`config.mk`:
```
export PLATFORM = sky130hd
export DESIGN_NAME = id_ex_pipe_flat
export DESIGN_NICKNAME = d
export VERILOG_FILES = /design/src/rtl/id_ex_pipe_if.sv /design/src/rtl/id_ex_pipe.sv /design/src/flat_wrapper.sv
export SDC_FILE = /design/constraint.sdc
export NUM_CORES = 1
export LEC_CHECK = 0
export BUFFER_PORTS_ARGS = -buffer_cell sky130_fd_sc_hd__buf_2
export CAP_MARGIN = 20
export CORE_AREA = 2 2 132 134
export DETAILED_ROUTE_END_ITERATION = 10
export DIE_AREA = 0 0 134 136
export PLACE_DENSITY = 0.65
export SETUP_SLACK_MARGIN = 0.05
export SLEW_MARGIN = 20
export SYNTH_ARGS = -nofsm -noshare
export SYNTH_HDL_FRONTEND = slang
export SYNTH_SLANG_ARGS = --single-unit
```
`constraint.sdc`:
```
create_clock -name clk -period 3.3 [get_ports clk]
set_input_delay 0.165 -clock clk [delete_from_list [all_inputs] [get_ports clk]]
set_output_delay 0.165 -clock clk [all_outputs]
set_load 0.02 [all_outputs]
```
`src/rtl/id_ex_pipe_if.sv`:
```
// Decode-to-execute payload bus: id side is driven by decode, ex side by the ID/EX register.
interface id_ex_pipe_if #(
    parameter int PAYLOAD_W = 87
);
    logic [PAYLOAD_W-1:0] id_payload;
    logic                 id_valid;
    logic [PAYLOAD_W-1:0] ex_payload;
    logic                 ex_valid;

    modport master (output id_payload, output id_valid, input ex_payload, input ex_valid);
    modport slave  (input id_payload, input id_valid, output ex_payload, output ex_valid);
endinterface

```
`src/rtl/id_ex_pipe.sv`:
```
// ID/EX pipeline register with valid/flush, stall-count passthrough and saturating perf counters.
//
// action  | meaning
// --------+-----------------------------------------------------------------
// PAUSE   | rdy=0: every register holds
// FLUSH   | kill held instruction, drive NOP, count if a valid one was killed
// BUBBLE  | own stall, downstream running: insert NOP, pass cnt_i
// HOLD    | own and downstream stalled: keep payload, pass cnt_i
// CAPTURE | own running: take decode output (NOP when not valid), clear cnt_o
module id_ex_pipe #(
    parameter int                   PAYLOAD_W   = 87,
    parameter logic [PAYLOAD_W-1:0] NOP_PAYLOAD = '0,
    parameter int                   STALL_W     = 6,
    parameter int                   STAGE       = 2,
    parameter int                   CNT_W       = 2,
    parameter int                   PERF_W      = 16
) (
    input  logic               clk,
    input  logic               rst,
    input  logic               rdy,
    input  logic [STALL_W-1:0] stall_sign,
    input  logic               flush,
    input  logic [CNT_W-1:0]   cnt_i,
    id_ex_pipe_if.slave        pipe_if,
    output logic [CNT_W-1:0]   cnt_o,
    output logic [PERF_W-1:0]  perf_bubble,
    output logic [PERF_W-1:0]  perf_hold,
    output logic [PERF_W-1:0]  perf_flush
);

    logic                 own_stall;
    logic                 down_stall;
    logic                 stall_unused;

    logic [PAYLOAD_W-1:0] payload_q, payload_d;
    logic                 valid_q, valid_d;
    logic [CNT_W-1:0]     cnt_q, cnt_d;
    logic [PERF_W-1:0]    bubble_q, bubble_d;
    logic [PERF_W-1:0]    hold_q, hold_d;
    logic [PERF_W-1:0]    flush_cnt_q, flush_cnt_d;

    assign own_stall    = stall_sign[STAGE];
    assign down_stall   = stall_sign[STAGE+1];
    // Other stages' stall bits belong to their own registers.
    assign stall_unused = ^stall_sign;

    always_comb begin
        payload_d   = payload_q;
        valid_d     = valid_q;
        cnt_d       = cnt_q;
        bubble_d    = bubble_q;
        hold_d      = hold_q;
        flush_cnt_d = flush_cnt_q;
        if (!rdy) begin
            payload_d = payload_q;
        end else if (flush) begin
            payload_d = NOP_PAYLOAD;
            valid_d   = 1'b0;
            cnt_d     = '0;
            if (valid_q) begin
                flush_cnt_d = flush_cnt_q + {{(PERF_W-1){1'b0}}, ~&flush_cnt_q};
            end
        end else if (own_stall && !down_stall) begin
            payload_d = NOP_PAYLOAD;
            valid_d   = 1'b0;
            cnt_d     = cnt_i;
            bubble_d  = bubble_q + {{(PERF_W-1){1'b0}}, ~&bubble_q};
        end else if (own_stall && down_stall) begin
            cnt_d  = cnt_i;
            hold_d = hold_q + {{(PERF_W-1){1'b0}}, ~&hold_q};
        end else begin
            // own=0 with down=1 is a ctrl protocol error and lands here as a capture.
            payload_d = pipe_if.id_valid ? pipe_if.id_payload : NOP_PAYLOAD;
            valid_d   = pipe_if.id_valid;
            cnt_d     = '0;
        end
    end

    always_ff @(posedge clk) begin
        if (rst) begin
            payload_q   <= NOP_PAYLOAD;
            valid_q     <= 1'b0;
            cnt_q       <= '0;
            bubble_q    <= '0;
            hold_q      <= '0;
            flush_cnt_q <= '0;
        end else begin
            payload_q   <= payload_d;
            valid_q     <= valid_d;
            cnt_q       <= cnt_d;
            bubble_q    <= bubble_d;
            hold_q      <= hold_d;
            flush_cnt_q <= flush_cnt_d;
        end
    end

    assign pipe_if.ex_payload = payload_q;
    assign pipe_if.ex_valid   = valid_q;
    assign cnt_o              = cnt_q;
    assign perf_bubble        = bubble_q;
    assign perf_hold          = hold_q;
    assign perf_flush         = flush_cnt_q;

endmodule

```
`src/flat_wrapper.sv`:
```
// flat-port wrapper written by rule: the top's interface ports become plain ports
module id_ex_pipe_flat 
#(
    parameter int                   PAYLOAD_W   = 87,
    parameter logic [PAYLOAD_W-1:0] NOP_PAYLOAD = '0,
    parameter int                   STALL_W     = 6,
    parameter int                   STAGE       = 2,
    parameter int                   CNT_W       = 2,
    parameter int                   PERF_W      = 16
)
  (clk, rst, rdy, stall_sign, flush, cnt_i, cnt_o, perf_bubble, perf_hold, perf_flush, pipe_if_id_payload, pipe_if_id_valid, pipe_if_ex_payload, pipe_if_ex_valid);
  id_ex_pipe_if #(.PAYLOAD_W(PAYLOAD_W)) pipe_if_i ();
  input  logic clk;
  input  logic rst;
  input  logic rdy;
  input  logic [STALL_W-1:0] stall_sign;
  input  logic flush;
  input  logic [CNT_W-1:0] cnt_i;
  output logic [CNT_W-1:0] cnt_o;
  output logic [PERF_W-1:0] perf_bubble;
  output logic [PERF_W-1:0] perf_hold;
  output logic [PERF_W-1:0] perf_flush;
  input wire logic [$bits(pipe_if_i.id_payload)-1:0] pipe_if_id_payload;
  input wire logic [$bits(pipe_if_i.id_valid)-1:0] pipe_if_id_valid;
  output wire logic [$bits(pipe_if_i.ex_payload)-1:0] pipe_if_ex_payload;
  output wire logic [$bits(pipe_if_i.ex_valid)-1:0] pipe_if_ex_valid;
  assign pipe_if_i.id_payload = pipe_if_id_payload;
  assign pipe_if_i.id_valid = pipe_if_id_valid;
  assign pipe_if_ex_payload = pipe_if_i.ex_payload;
  assign pipe_if_ex_valid = pipe_if_i.ex_valid;
  id_ex_pipe #(.PAYLOAD_W(PAYLOAD_W), .NOP_PAYLOAD(NOP_PAYLOAD), .STALL_W(STALL_W), .STAGE(STAGE), .CNT_W(CNT_W), .PERF_W(PERF_W)) u_core (.clk(clk), .rst(rst), .rdy(rdy), .stall_sign(stall_sign), .flush(flush), .cnt_i(cnt_i), .pipe_if(pipe_if_i), .cnt_o(cnt_o), .perf_bubble(perf_bubble), .perf_hold(perf_hold), .perf_flush(perf_flush));
endmodule
```
Yosys cells after proc, flatten, opt, wreduce, memory -nomap -nowiden
Cells that the tools add are included.

word-level totals
  flip-flop bits (word level) = 138
  output and inout port bits = 138
  bits of input ports = 100
  logic and storage cells = 35

operators by class
  muxes and demuxes = 10
  reduce and logical (&&, ||, !) cells = 13
  bitwise logic cells = 2
  $add $sub $neg = 3
  eq/ne operators = 1

operator list
  kind                number
  $mux 87             4
  $add 16x1->16       3
  $reduce_and 16->1   3
  $mux 2              3
  $reduce_and 3->1    2
  $logic_not 1->1     4
  $reduce_and 4->1    1
  $mux 1              3
  $ne 3x2->1 const B  1
  $logic_and 1x1->1   2
  $not 1->1           2
  $reduce_and 2->1    1

Logic depth before layout (Yosys ltp)
Gate-level depths: netlist of run 1.

  word-level depth = 4
  depth in mapped cells = 9
  mapped depth without buffers = 9

Least setup slack after synthesis of run 1
Ideal clock, no wire load.

  kind = register to register
  start point = register u_core.flush_cnt_q[6], in the netlist u_core.perf_flush[6]
  end point = register u_core.flush_cnt_q[12], in the netlist u_core.perf_flush[12]
  period minus slack after synthesis = 2.490 ns
  data arrival time = 2.369 ns
  path slack = 0.810 ns
  buffers on the path = 0
  stages on the path, launching flop included = 10
  data required time = 3.179 ns
  setup time = 0.121 ns
  cells stage by stage = dfxtp_1 and4_1 nand4_1 or3_1 ha_1 ha_1 nand4_1 nor2_1 nand4_1 mux2_2

on the way
  cells in the longest elaborated chain, start to end = 3

RTL lines
  item                    RTL line          RTL
  from (decl)             id_ex_pipe.sv:40  logic [PERF_W-1:0] flush_cnt_q, flush_cnt_d;
  from (signal assigned)  id_ex_pipe.sv:93  flush_cnt_q <= flush_cnt_d;
  $reduce_and 16->1       id_ex_pipe.sv:61  flush_cnt_d = flush_cnt_q + {{(PERF_W-1){1'b0}}, ~&flush_cnt_q};
  $logic_not 1->1         id_ex_pipe.sv:61
  $add 16x1->16 *         id_ex_pipe.sv:61

Mark *: on every way between the ends. The rest lies on a longest branch, timed or not.
A chain may end at the register's enable or synchronous reset.

Worst setup path after layout of run 1
  start point = register u_core.flush_cnt_q[6], in the netlist u_core.perf_flush[6]
  end point = register u_core.flush_cnt_q[14], in the netlist u_core.perf_flush[14]

Same word-level chain as after synthesis.

==> results of run 1 <==
## kinds of logic (layout without fill, tap and decap cells)
family	after synthesis	in the layout
simple gates	227	227
flops	138	138
compound gates	134	134
buf+inv	46	357
xor+xnor	21	21
fa+ha+maj	7	7
mux	4	4
other cells	0	1
## worst max path at each step
stage	slack, ns	endpoint	start	depth (start not counted)
6_report	0.67	u_core.perf_flush[14]	u_core.perf_flush[6]	9
5_1_grt	0.53	u_core.perf_flush[14]	u_core.perf_flush[6]	9
4_1_cts	0.64	u_core.perf_flush[14]	u_core.perf_flush[6]	9
3_5_place_dp	0.68	u_core.perf_flush[14]	u_core.perf_flush[6]	9
3_3_place_gp	0.75	u_core.perf_flush[12]	u_core.perf_flush[6]	9
2_1_floorplan	0.81	u_core.perf_flush[12]	u_core.perf_flush[6]	9
## power by group through the flow
stage | Combinational [mW] | Sequential, mW | Clock (mW)
finish | 0.289 | 1.69 | 1.96
global route | 0.315 | 1.70 | 2.09
CTS | 0.289 | 1.69 | 2.00
detailed placement | 0.215 | 1.73 | 0
global placement | 0.214 | 1.73 | 0
floorplan | 0.0862 | 1.75 | 0
## per-layer routing
| metal | part of all wire (%) | GRT usage, % | routed length, um |
|---|---|---|---|
| met1 | 44 | 21.35 | 6973 |
| met5 | 0 | 0 | 0 |
| met4 | 1.2 | 5.378 | 198 |
| met3 | 7.1 | 6.450 | 1133 |
| met2 | 48 | 28.80 | 7678 |
## cell type report
| type | instances | area (um2) |
|---|---|---|
| Inverter | 7 | 26.28 |
| Timing Repair Buffer | 318 | 2017 |
| Clock buffer | 17 | 425.4 |
| Tap cell | 225 | 281.5 |
| Multi-Input combinational cell | 393 | 2326 |
| Clock inverter | 15 | 178.9 |
| Sequential cell | 138 | 2763 |
| Fill cell | 1542 | 8856 |
| Antenna cell | 1 | 2.502 |
## flip-flops by register name (all words and copies together), names as in the netlist
register,flops
u_core.cnt_o,2
u_core.perf_bubble,16
u_core.perf_flush,16
u_core.perf_hold,16
u_core.pipe_if.ex_payload,87
u_core.pipe_if.ex_valid,1
## through the flow
| stage | util, % | instances | instance area, um2 | power (mW) | hold WS [ns] |
|---|---|---|---|---|---|
| global placement | 39.24 | 1002 | 6623 | 1.944 | 0.4093 |
| finish | 47.52 | 1114 | 8020 | 3.941 | 0.02121 |
| CTS | 47.51 | 1113 | 8018 | 3.983 | 0.00001879 |
| floorplan | - | 577 | 5249 | 1.839 | 0.3276 |
| global route | 47.52 | 1114 | 8020 | 4.096 | 0.003560 |
| detailed placement | 39.24 | 1002 | 6623 | 1.945 | 0.4204 |
## what timing repair did
action                                  CTS  global route
endpoints found under the hold margin    79             0
endpoints found under the setup margin    0             0
hold buffers                             79             0
## layout by cell type, fill, tap and decap left out, types with 3 or more instances in the layout
| cell type | synthesis | layout |
|---|---|---|
| a21oi_1 | 26 | 26 |
| a22oi_1 | 87 | 87 |
| and3_1 | 5 | 5 |
| and4_1 | 3 | 3 |
| buf_2 | 5 | 232 |
| buf_4 | 0 | 6 |
| clkbuf_16 | 0 | 17 |
| dfxtp_1 | 138 | 138 |
| dlygate4sd3_1 | 0 | 79 |
| ha_1 | 7 | 7 |
| inv_1 | 7 | 7 |
| inv_6 | 0 | 6 |
| inv_8 | 0 | 3 |
| nand2_1 | 25 | 25 |
| nand3_1 | 13 | 13 |
| nand4_1 | 18 | 18 |
| nor2_1 | 117 | 117 |
| nor2b_1 | 3 | 3 |
| nor3_1 | 6 | 6 |
| nor4_1 | 4 | 4 |
| o21ai_0 | 17 | 17 |
| o31ai_1 | 3 | 3 |
| or3_1 | 20 | 20 |
| or4_1 | 6 | 6 |
| xnor2_1 | 14 | 14 |
| xor2_1 | 7 | 7 |
## worst register-to-register path: cells and delay by family (launching register included)
family | cells | cell delay, ns
and+or+nand+nor | 6 | 1.36
muxes | 1 | 0.33
adders and majority gates | 2 | 0.39
DFF | 1 | 0.43
==> results by group, run 1 <==
Detailed routing
  – Routed WL: ~16000 um
  – Drt initial violations: between 200 and 300
  – DR pass1 iterations: 5
  – Total number of vias: 5365
  – Routed WL per cell: about 14 um
  – Remaining routing DRC violations: 0
  – Routed Antenna Nets: 0
  – Vias per cell: approximately 4.8

GRT
  – Initial antenna violation count: 1
  – Maximum number of pins on one net before global-route repair: 73
  – Vias in the first global route: 5132
  – Total GRT Usage: 17.50%
  – Gr ovfl total: 0
  – First-pass GRT wire length: 25570 um

Yosys
  – List of most frequent post-synthesis cells: 138 x dfxtp_1, 117 x nor2_1, 87 x a22oi_1
  – Main synth FF type: dfxtp_1
  – Mux cell area share after synthesis: less than 1%
  – Register area share after synthesis: 52.63%
  – Synth area leader: dfxtp_1
  – Syn nets: ~700
  – Syn_area_per_cell: ~9.1 um2
  – Adder-cell share of the synthesized area: 1.669%
  – Number of synthesized flops with an enable pin: 0
  – Count of different cell masters after synthesis: 32
  – Syn Inst Count: between 500 and 600
  – #FFs+latches synth: roughly 140
  – Post-synthesis async set-or-reset flop share: 0%
  – Area fraction of the dominant cell type after synthesis: ~53%
  – XOR/XNOR Fraction of Synth Area: under 10%
  – Synth area leaders: dfxtp_1 53%, a22oi_1 12%, nor2_1 8.4%
  – Synth Area in Simple Gates: 20.76%
  – Cell area after synthesis: 0.005249 mm2
  – Warnings, synthesis: 0
  – Largest family of logic cells by synthesized area: simple AND/OR/NAND/NOR gates
  – Compound-Gate Fraction of Synth Area: 17.07%
  – Top-count cell post-synth: dfxtp_1

Worst setup path
  – Most used cell, CP: nand4_1
  – Critical path type: flip-flop to flip-flop
  – Crit-path leading delay family: simple AND/OR/NAND/NOR gates
  – Crit-path max FO: 6
  – CP Cell Sequence: and4_1 > nand4_1 > or3_1 > ha_1 > ha_1 > nand4_1 > nor2_1 > nand4_1 > mux2_2
  – Worst R2R Start: u_core.perf_flush[6]
  – Crit path DAT: between 2 and 3 ns
  – Critical path's slowest cell: dfxtp_1
  – R2r setup slk: between 0.6 and 0.7 ns
  – Crit Reg-Reg Endpoint: u_core.perf_flush[14]
  – Worst path bufs/invs: 0
  – Worst reg2reg path depth: 9
  – Critical Path Max Stage Delay: 0.43 ns
  – Critical Path RT: 3.61 ns
  – Type of origin of the critical path: flip-flop
  – Critical Path End Type: flip-flop

Layout
  – Area Growth Syn to Fin: 52.80%
  – Layout cells sized above 1: 31.08%
  – Post-layout nets: between 900 and 1000

STA
  – Rel. slew slack: between 40% and 50%
  – Crit path time final: about 2.6 ns
  – Final TNS setup: 0 ns
  – Worst setup margin: roughly 0.67 ns
  – Final Hold Viols: 0
  – Fin crit share: 79.58%
  – Clock skew: about 0.0083 ns
  – Worst slew pin tran: between 0.7 and 0.8 ns
  – Setup violators final: 0
  – Fin. max-slew vios: 0
  – Fmax: between 300 and 400 MHz
  – RSZ-0062 raised after global routing: false

Run
  – Max Cap Violations: 0

Power and ir drop
  – Comb pwr share: between 7 and 8%
  – P per Cell Area: around 490 mW/mm2
  – Maximum VDD drop: 0.3394 mV
  – Sequential power share: between 40% and 50%
  – Leak pwr: between 3 and 4 nW
  – Switching share of power: roughly a quarter
  – Clock network power share: 49.7%
  – Internal cell power: about 3.0 mW
  – P_sw: roughly 0.97 mW

CTS
  – Clock latency at the later pin of the worst-skew pair: ~0.42 ns
  – H-tree lvl count: 4
  – Cts repair resizes: 0
  – CTS tree: done
  – Reg clk slew, reported paths: around 0.07 ns
  – Clk sinks: 138
  – Cts bufs inserted: 17
  – Post-CTS Setup Bufs: 0
  – CTS root buf: clkbuf_16
  – Max Root-Sink Buffers: 2

Hold path
  – Hold Path Class: input pin to flip-flop
  – Min-delay src: pipe_if_id_payload[46]
  – Hold Path Depth: 3
  – End of the worst hold path: u_core.pipe_if.ex_payload[46]

Floorplanning
  – Boundary Pins: between 200 and 250
  – Initial Utilization: 31.10%
  – Site Rows: 48
  – Die Span X: 134 um
  – Die Span Y: ~140 um
  – Die area: roughly 0.018 mm2
  – Placeable Area: 0.01688 mm2

Placed design
  – Pre-CTS WS: 0.6805 ns
  – Port-buffer cells: 233
  – GPL Wtd Cong: between 0.7 and 0.8
  – Hpwl dp: ~10000 um

Outcome
  – Status: finished, final reports clean
Power figures use the tool's default switching activity.
==> run 2, diff against run 1 <==
--- a/config.mk
+++ b/config.mk
@@ -10,7 +10,7 @@
 export CORE_AREA = 2 2 132 134
 export DETAILED_ROUTE_END_ITERATION = 10
 export DIE_AREA = 0 0 134 136
-export PLACE_DENSITY = 0.65
+export PLACE_DENSITY = 0.67
 export SETUP_SLACK_MARGIN = 0.05
 export SLEW_MARGIN = 20
 export SYNTH_ARGS = -nofsm -noshare
==> constraint.sdc (replaced) <==
create_clock -name clk -period 2.38 [get_ports clk]
set_input_delay 0.119 -clock clk [delete_from_list [all_inputs] [get_ports clk]]
set_output_delay 0.119 -clock clk [all_outputs]
set_load 0.02 [all_outputs]
==> run 2 against run 1 <==
  * Register-to-register slack got worse by 0.57 ns
  * First-iteration DRC count down 2.7%
  * Final cell count grew 2.2%
  * Largest cell class unchanged
  * Clock-buffer cell count stayed put
  * Via count increased by 2.7%
  * Worst setup slack got worse by 0.57 ns
  * Routed wire length is 1.3% higher
  * Maximum frequency rose by 16%
  * Clock skew shrank 0.0028 ns
  * Final area up 4.0%
==> results by group, run 2 (same netlist as run 1, synthesis figures left out) <==
Detailed routing
  – Remaining routing DRC violations: 0 (unchanged)
  – Total number of vias: 5511 (+2.7%)
  – Routed WL per cell: 14.22 um (-0.92%)
  – Drt initial violations: 287 (-2.7%)
  – Vias per cell: 4.838 (+0.47%)
  – DR pass1 iterations: 4 (-1)
  – Routed Antenna Nets: 0 (unchanged)
  – Routed WL: 16190 um (+1.3%)

Worst setup path
  – Worst setup path end: u_core.perf_bubble[10]
  – Critical Path Source: u_core.perf_bubble[9]
  – R2r setup slk: 0.11 ns (-0.57 ns)
  – Worst R2R Start: u_core.perf_bubble[9]
  – CP Cell Sequence: and4_1 > nand4_1 > or3_4 > ha_4 > ha_4 > nand2_4 > or4_4 > or3_1 > a21oi_1
  – Critical Path RT: 2.72 ns (-0.89 ns)
  – Critical path's slowest cell: or4_4
  – Crit Reg-Reg Endpoint: u_core.perf_bubble[10]
  – Crit path DAT: 2.62 ns (-0.32 ns)
  – Type of origin of the critical path: flip-flop
  – Most used cell, CP: ha_4
  – Critical Path Max Stage Delay: 0.58 ns (+0.15 ns)
  – Critical Path End Type: flip-flop
  – Worst reg2reg path depth: 9 (unchanged)
  – Critical path type: flip-flop to flip-flop
  – Crit-path max FO: 6 (unchanged)

Floorplanning
  – Placeable Area: 0.01688 mm2 (unchanged)
  – Initial Utilization: 31.10% (unchanged)
  – Die Span X: 134 um (unchanged)
  – Boundary Pins: 238 (unchanged)
  – Site Rows: 48 (unchanged)
  – Die Span Y: 136 um (unchanged)
  – Die area: 0.01822 mm2 (unchanged)

Outcome
  – Status: finished, final reports clean

GRT
  – Gr ovfl total: 0 (unchanged)
  – Total GRT Usage: 17.49% (about the same)
  – Vias in the first global route: 5349 (+4.2%)
  – Initial antenna violation count: 0 (-1)
  – Maximum number of pins on one net before global-route repair: 89 (+22%)
  – First-pass GRT wire length: 25690 um (+0.46%)

CTS
  – CTS root buf: clkbuf_16
  – Clock latency at the later pin of the worst-skew pair: 0.41 ns (about the same)
  – H-tree lvl count: 4 (unchanged)
  – Cts bufs inserted: 17 (unchanged)
  – Max Root-Sink Buffers: 2 (unchanged)
  – CTS tree: done
  – Reg clk slew, reported paths: 0.06 ns (about the same)
  – Clk sinks: 138 (unchanged)

Run
  – Max Cap Violations: 0 (unchanged)

STA
  – Final TNS setup: 0 ns (unchanged)
  – Fin. max-slew vios: 0 (unchanged)
  – Crit path time final: 2.273 ns (-0.3530 ns)
  – Setup violators final: 0 (unchanged)
  – Fin crit share: 95.51% (+16 points)
  – Final Hold Viols: 0 (unchanged)
  – Rel. slew slack: 58.85% (+9.0 points)
  – Fmax: 439.9 MHz (+16%)
  – RSZ-0062 raised after global routing: true
  – Worst slew pin tran: 0.6172 ns (-0.1344 ns)
  – Clock skew: 0.005505 ns (-0.002821 ns)

Placed design
  – Port-buffer cells: 233 (unchanged)
  – Total placed instance area: 0.006713 mm2 (+1.4%)
  – Placed Cells: 1011 (+0.90%)
  – GPL Wtd Cong: 0.7547 (-3.4%)
  – Hpwl dp: 9976 um (-1.6%)

Layout
  – Layout Cells excl Fill: 1139 (+2.2%)
  – Inserted Diodes: 0 (-1)
  – Most frequent cells in the layout: 232 x buf_2, 129 x dfxtp_1, 116 x nor2_1
  – Post-layout nets: 1008 (+2.6%)
  – Max reg flops: 87 (unchanged)
  – Layout cells sized above 1: 34.25% (+3.2 points)
  – Commonest non-fill, non-tap cell in the layout: buf_2
  – Area Growth Syn to Fin: 58.90%
  – Fin area: 0.008341 mm2 (+4.0%)
  – Layout fillers: 1545 (+0.19%)

Power and ir drop
  – Leak pwr: 3.655 nW (+4.8%)
  – Maximum VDD drop: 0.4286 mV (+26%)
  – P per Cell Area: 661.3 mW/mm2 (+35%)

Hold path
  – Hold Path Class: input pin to flip-flop
-- run 2: cell types whose count changed in the layout (fill, tap and decap cells not counted), moves of 3 or more --
cell	before	now
dlygate4sd3_1	79	89
or4_4	0	3
dfxtp_2	0	8
or4_1	6	3
clkinv_2	0	3
dfxtp_1	138	129
buf_4	6	21
-- run 2: per-layer routing --
metal / GRT usage (%) / part of all wire [%] / up-vias
li1: - / - / 2714
met1: 21.14 / 43 / 2546
met2: 28.26 / 48 / 209
met3: 6.264 / 6.5 / 42
met4: 7.329 / 3.1 / 0
met5: 0 / 0 / -
-- run 2: how the worst min path moves through the flow --
stage | to | depth (start not counted) | from
after global placement | u_core.pipe_if.ex_payload[15] | 3 | pipe_if_id_payload[15]
after detailed placement | u_core.pipe_if.ex_payload[57] | 3 | pipe_if_id_payload[57]
final | u_core.cnt_o[1] | 3 | rdy
after global routing | u_core.cnt_o[1] | 3 | rdy
after CTS | u_core.cnt_o[1] | 3 | rdy
after floorplan | u_core.pipe_if.ex_payload[0] | 2 | pipe_if_id_payload[0]
-- run 2: critical path, delay by kind of cell, from the launching register on --
family	cells	cell delay, ns
fa+ha+maj	2	0.27
compound gates	1	0.12
flops	1	0.32
simple gates	6	1.51
-- run 2: cell type report --
class	instances	area, um2	share of cell area, %
Inverter	7	26.28	0.3150
Sequential cell	138	2776	33.29
Multi-Input combinational cell	393	2394	28.70
Clock buffer	17	425.4	5.101
Timing Repair Buffer	344	2250	26.97
Clock inverter	15	187.7	2.250
Tap cell	225	281.5	3.375
-- run 2: repair_timing --
item | in CTS | in global routing
hold endpoints to repair | 89 | 0
gates resized for setup | 1 | 17
pin swaps | 0 | 10
cloned | 0 | 0
endpoints found under the setup margin | 3 | 10
hold buffers | 89 | 0
setup buffers | 0 | 7
-- run 2: report_power, final --
part           internal, mW  switching, mW
Sequential             2.33         0.0148
Clock                  1.68           1.07
Combinational         0.215          0.203
-- run 2: stage by stage --
step                worst slack (ns)  utilization, %  hold slack [ns]  power [mW]
finish                        0.1068           49.42           0.1128       5.516
detailed placement           0.03596           39.78           0.3750       2.698
floorplan                    0.05516               -           0.2816       2.550
CTS                          0.07591           48.71          0.09660       5.587
global placement             0.09783           39.78           0.3630       2.696
global route                0.004755           49.42           0.1363       5.735
==> run 3, diff against run 2 <==
--- a/config.mk
+++ b/config.mk
@@ -8,6 +8,7 @@
 export BUFFER_PORTS_ARGS = -buffer_cell sky130_fd_sc_hd__buf_2
 export CAP_MARGIN = 20
 export CORE_AREA = 2 2 132 134
+export CTS_BUF_LIST = sky130_fd_sc_hd__clkbuf_8
 export DETAILED_ROUTE_END_ITERATION = 10
 export DIE_AREA = 0 0 134 136
 export PLACE_DENSITY = 0.67
==> run 3 against run 2 <==
  * Die area unchanged
  * Power decreased by 12%
  * Maximum frequency increased by 0.12%
  * Via count down 0.51%
  * Non-clock buffer count up 1
  * Global-route usage barely moved
  * Register-to-register slack hardly changed
  * Critical path type unchanged
  * Largest cell class unchanged
==> results by group, run 3 (same netlist as run 1, synthesis figures left out) <==
Detailed routing
  – Routed WL per cell: 14.25 um (+0.26%)
  – Drt initial violations: 290 (+1.0%)
  – Remaining routing DRC violations: 0 (unchanged)
  – Total number of vias: 5483 (-0.51%)
  – DR pass1 iterations: 4 (unchanged)
  – Vias per cell: 4.810 (-0.60%)
  – Routed Antenna Nets: 0 (unchanged)
  – Routed WL: 16250 um (+0.35%)

Floorplanning
  – Site Rows: 48 (unchanged)
  – Boundary Pins: 238 (unchanged)
  – Die area: 0.01822 mm2 (unchanged)
  – Die Span X: 134 um (unchanged)
  – Placeable Area: 0.01688 mm2 (unchanged)
  – Initial Utilization: 31.10% (unchanged)
  – Die Span Y: 136 um (unchanged)

Worst setup path
  – R2r setup slk: 0.11 ns (about the same)
  – Crit-path leading delay family: simple AND/OR/NAND/NOR gates
  – CP Cell Sequence: and3_1 > nand4_1 > or3_4 > ha_4 > ha_4 > nand2_4 > or4_4 > or3_1 > a21oi_1
  – Critical Path RT: 2.76 ns (+0.04 ns)
  – Worst R2R Start: u_core.perf_bubble[8]
  – Critical path's slowest cell: or4_4
  – Worst reg2reg path depth: 9 (unchanged)
  – Crit-path max FO: 6 (unchanged)
  – Type of origin of the critical path: flip-flop
  – Crit path DAT: 2.65 ns (+0.03 ns)
  – Most used cell, CP: ha_4
  – Worst path bufs/invs: 0 (unchanged)
  – Critical Path End Type: flip-flop
  – Critical Path Max Stage Delay: 0.58 ns (about the same)
  – Critical path type: flip-flop to flip-flop
  – Crit Reg-Reg Endpoint: u_core.perf_bubble[14]

STA
  – Final Hold Viols: 0 (unchanged)
  – Fmax: 440.4 MHz (+0.12%)
  – Worst setup margin: 0.1094 ns (+0.002656 ns)
  – Rel. slew slack: 58.02% (-0.83 points)
  – Fin. max-slew vios: 0 (unchanged)
  – Clock skew: 0.01427 ns (+0.008762 ns)
  – Setup violators final: 0 (unchanged)
  – Final TNS setup: 0 ns (unchanged)
  – Worst slew pin tran: 0.6298 ns (+0.01252 ns)
  – Crit path time final: 2.271 ns (-0.002656 ns)
  – Fin crit share: 95.40% (-0.11 points)
  – RSZ-0062 raised after global routing: false

CTS
  – Max Root-Sink Buffers: 2 (unchanged)
  – Clock latency at the later pin of the worst-skew pair: 0.44 ns (+0.03 ns)
  – Clk sinks: 138 (unchanged)
  – H-tree lvl count: 4 (unchanged)
  – Cts bufs inserted: 17 (unchanged)
  – CTS root buf: clkbuf_8
  – Reg clk slew, reported paths: 0.09 ns (+0.03 ns)
  – CTS tree: done

Layout
  – Layout cells sized above 1: 34.32% (+0.072 points)
  – Max reg flops: 87 (unchanged)
  – Area Growth Syn to Fin: 55.45%
  – Post-layout nets: 1009 (+0.099%)
  – Commonest non-fill, non-tap cell in the layout: buf_2
  – Inserted Diodes: 0 (unchanged)
  – Most frequent cells in the layout: 232 x buf_2, 129 x dfxtp_1, 116 x nor2_1

Power and ir drop
  – Maximum VDD drop: 0.3532 mV (-18%)
  – Leak pwr: 3.573 nW (-2.2%)
  – Design Power: 4.829 mW (-12%)
  – P per Cell Area: 591.9 mW/mm2 (-11%)

Placed design
  – Hpwl dp: 9976 um (unchanged)
  – GPL Wtd Cong: 0.7547 (unchanged)
  – Pre-CTS WS: 0.03596 ns (unchanged)
  – Port-buffer cells: 233 (unchanged)

GRT
  – Total GRT Usage: 17.48% (about the same)
  – First-pass GRT wire length: 25690 um (unchanged)
  – Initial antenna violation count: 0 (unchanged)
  – Maximum number of pins on one net before global-route repair: 89 (unchanged)
  – Gr ovfl total: 0 (unchanged)
  – Vias in the first global route: 5348 (-0.019%)

Hold path
  – Hold Path Depth: 3 (unchanged)
  – Min-delay src: rdy
  – End of the worst hold path: u_core.cnt_o[1]
  – Hold Path Class: input pin to flip-flop

Run
  – Max Cap Violations: 0 (unchanged)

Outcome
  – Status: finished, final reports clean
-- run 3: cell count changes in the layout (fill, tap and decap cells not counted) --
| cell | before | now |
|---|---|---|
| buf_4 | 21 | 22 |
| clkbuf_16 | 17 | 0 |
| clkbuf_8 | 0 | 17 |
| dfxtp_2 | 8 | 7 |
| dfxtp_4 | 1 | 2 |
-- run 3: layout make-up --
cell class | instances | area (um2)
sequential | 138 | 2779
tap | 225 | 281.5
inverter | 7 | 26.28
timing repair buffer | 345 | 2257
clock inverter | 15 | 187.7
multi-input combinational | 393 | 2394
clock buffer | 17 | 234.0
fill | 1566 | 8717
-- run 3: tightest hold or removal path, stage by stage --
cell	delay [ns]
buf_2	0.19
nand3_1	0.10
a21oi_1	0.06
-- run 3: timing repair --
| item | 4_1_cts | 5_1_grt |
|---|---|---|
| hold buffers | 89 | 0 |
| endpoints found under the setup margin | 3 | 11 |
| endpoints found under the hold margin | 89 | 0 |
| resized for setup | 1 | 18 |
| setup buffers | 0 | 8 |
| pin swaps | 0 | 11 |
-- run 3: worst max path at each step --
stage                                      start                      to  slack (ns)  cells after the start
after floorplan             u_core.perf_flush[6]   u_core.perf_flush[14]        0.06                      9
final                      u_core.perf_bubble[8]  u_core.perf_bubble[14]        0.11                      9
after CTS                 u_core.perf_bubble[12]  u_core.perf_bubble[12]        0.07                      9
after global routing       u_core.perf_bubble[9]  u_core.perf_bubble[14]        0.03                      9
after detailed placement  u_core.perf_bubble[12]  u_core.perf_bubble[12]        0.04                      9
after global placement    u_core.perf_bubble[12]  u_core.perf_bubble[14]         0.1                      9
-- run 3: power by group --
group	switching, mW	total (mW)	internal (mW)
logic	0.204	0.419	0.215
registers	0.0149	2.34	2.33
clock network	1.00	2.07	1.06
total	1.22	4.83	3.61
-- run 3: layer usage --
metal | global-route usage, % | wire length [um]
met4 | 7.683 | 427
met3 | 6.040 | 998
met2 | 28.35 | 7808
met1 | 21.04 | 7013
met5 | 0 | 0
-- run 3: per-stage QoR --
step,cells,instance area (um2),util [%],hold WS [ns]
after floorplan,577,5259,-,0.2816
final,1140,8159,48.35,0.08256
after detailed placement,1011,6713,39.78,0.3750
after global placement,1011,6713,39.78,0.3630
after global routing,1140,8159,48.35,0.09077
after CTS,1132,8029,47.58,0.04473
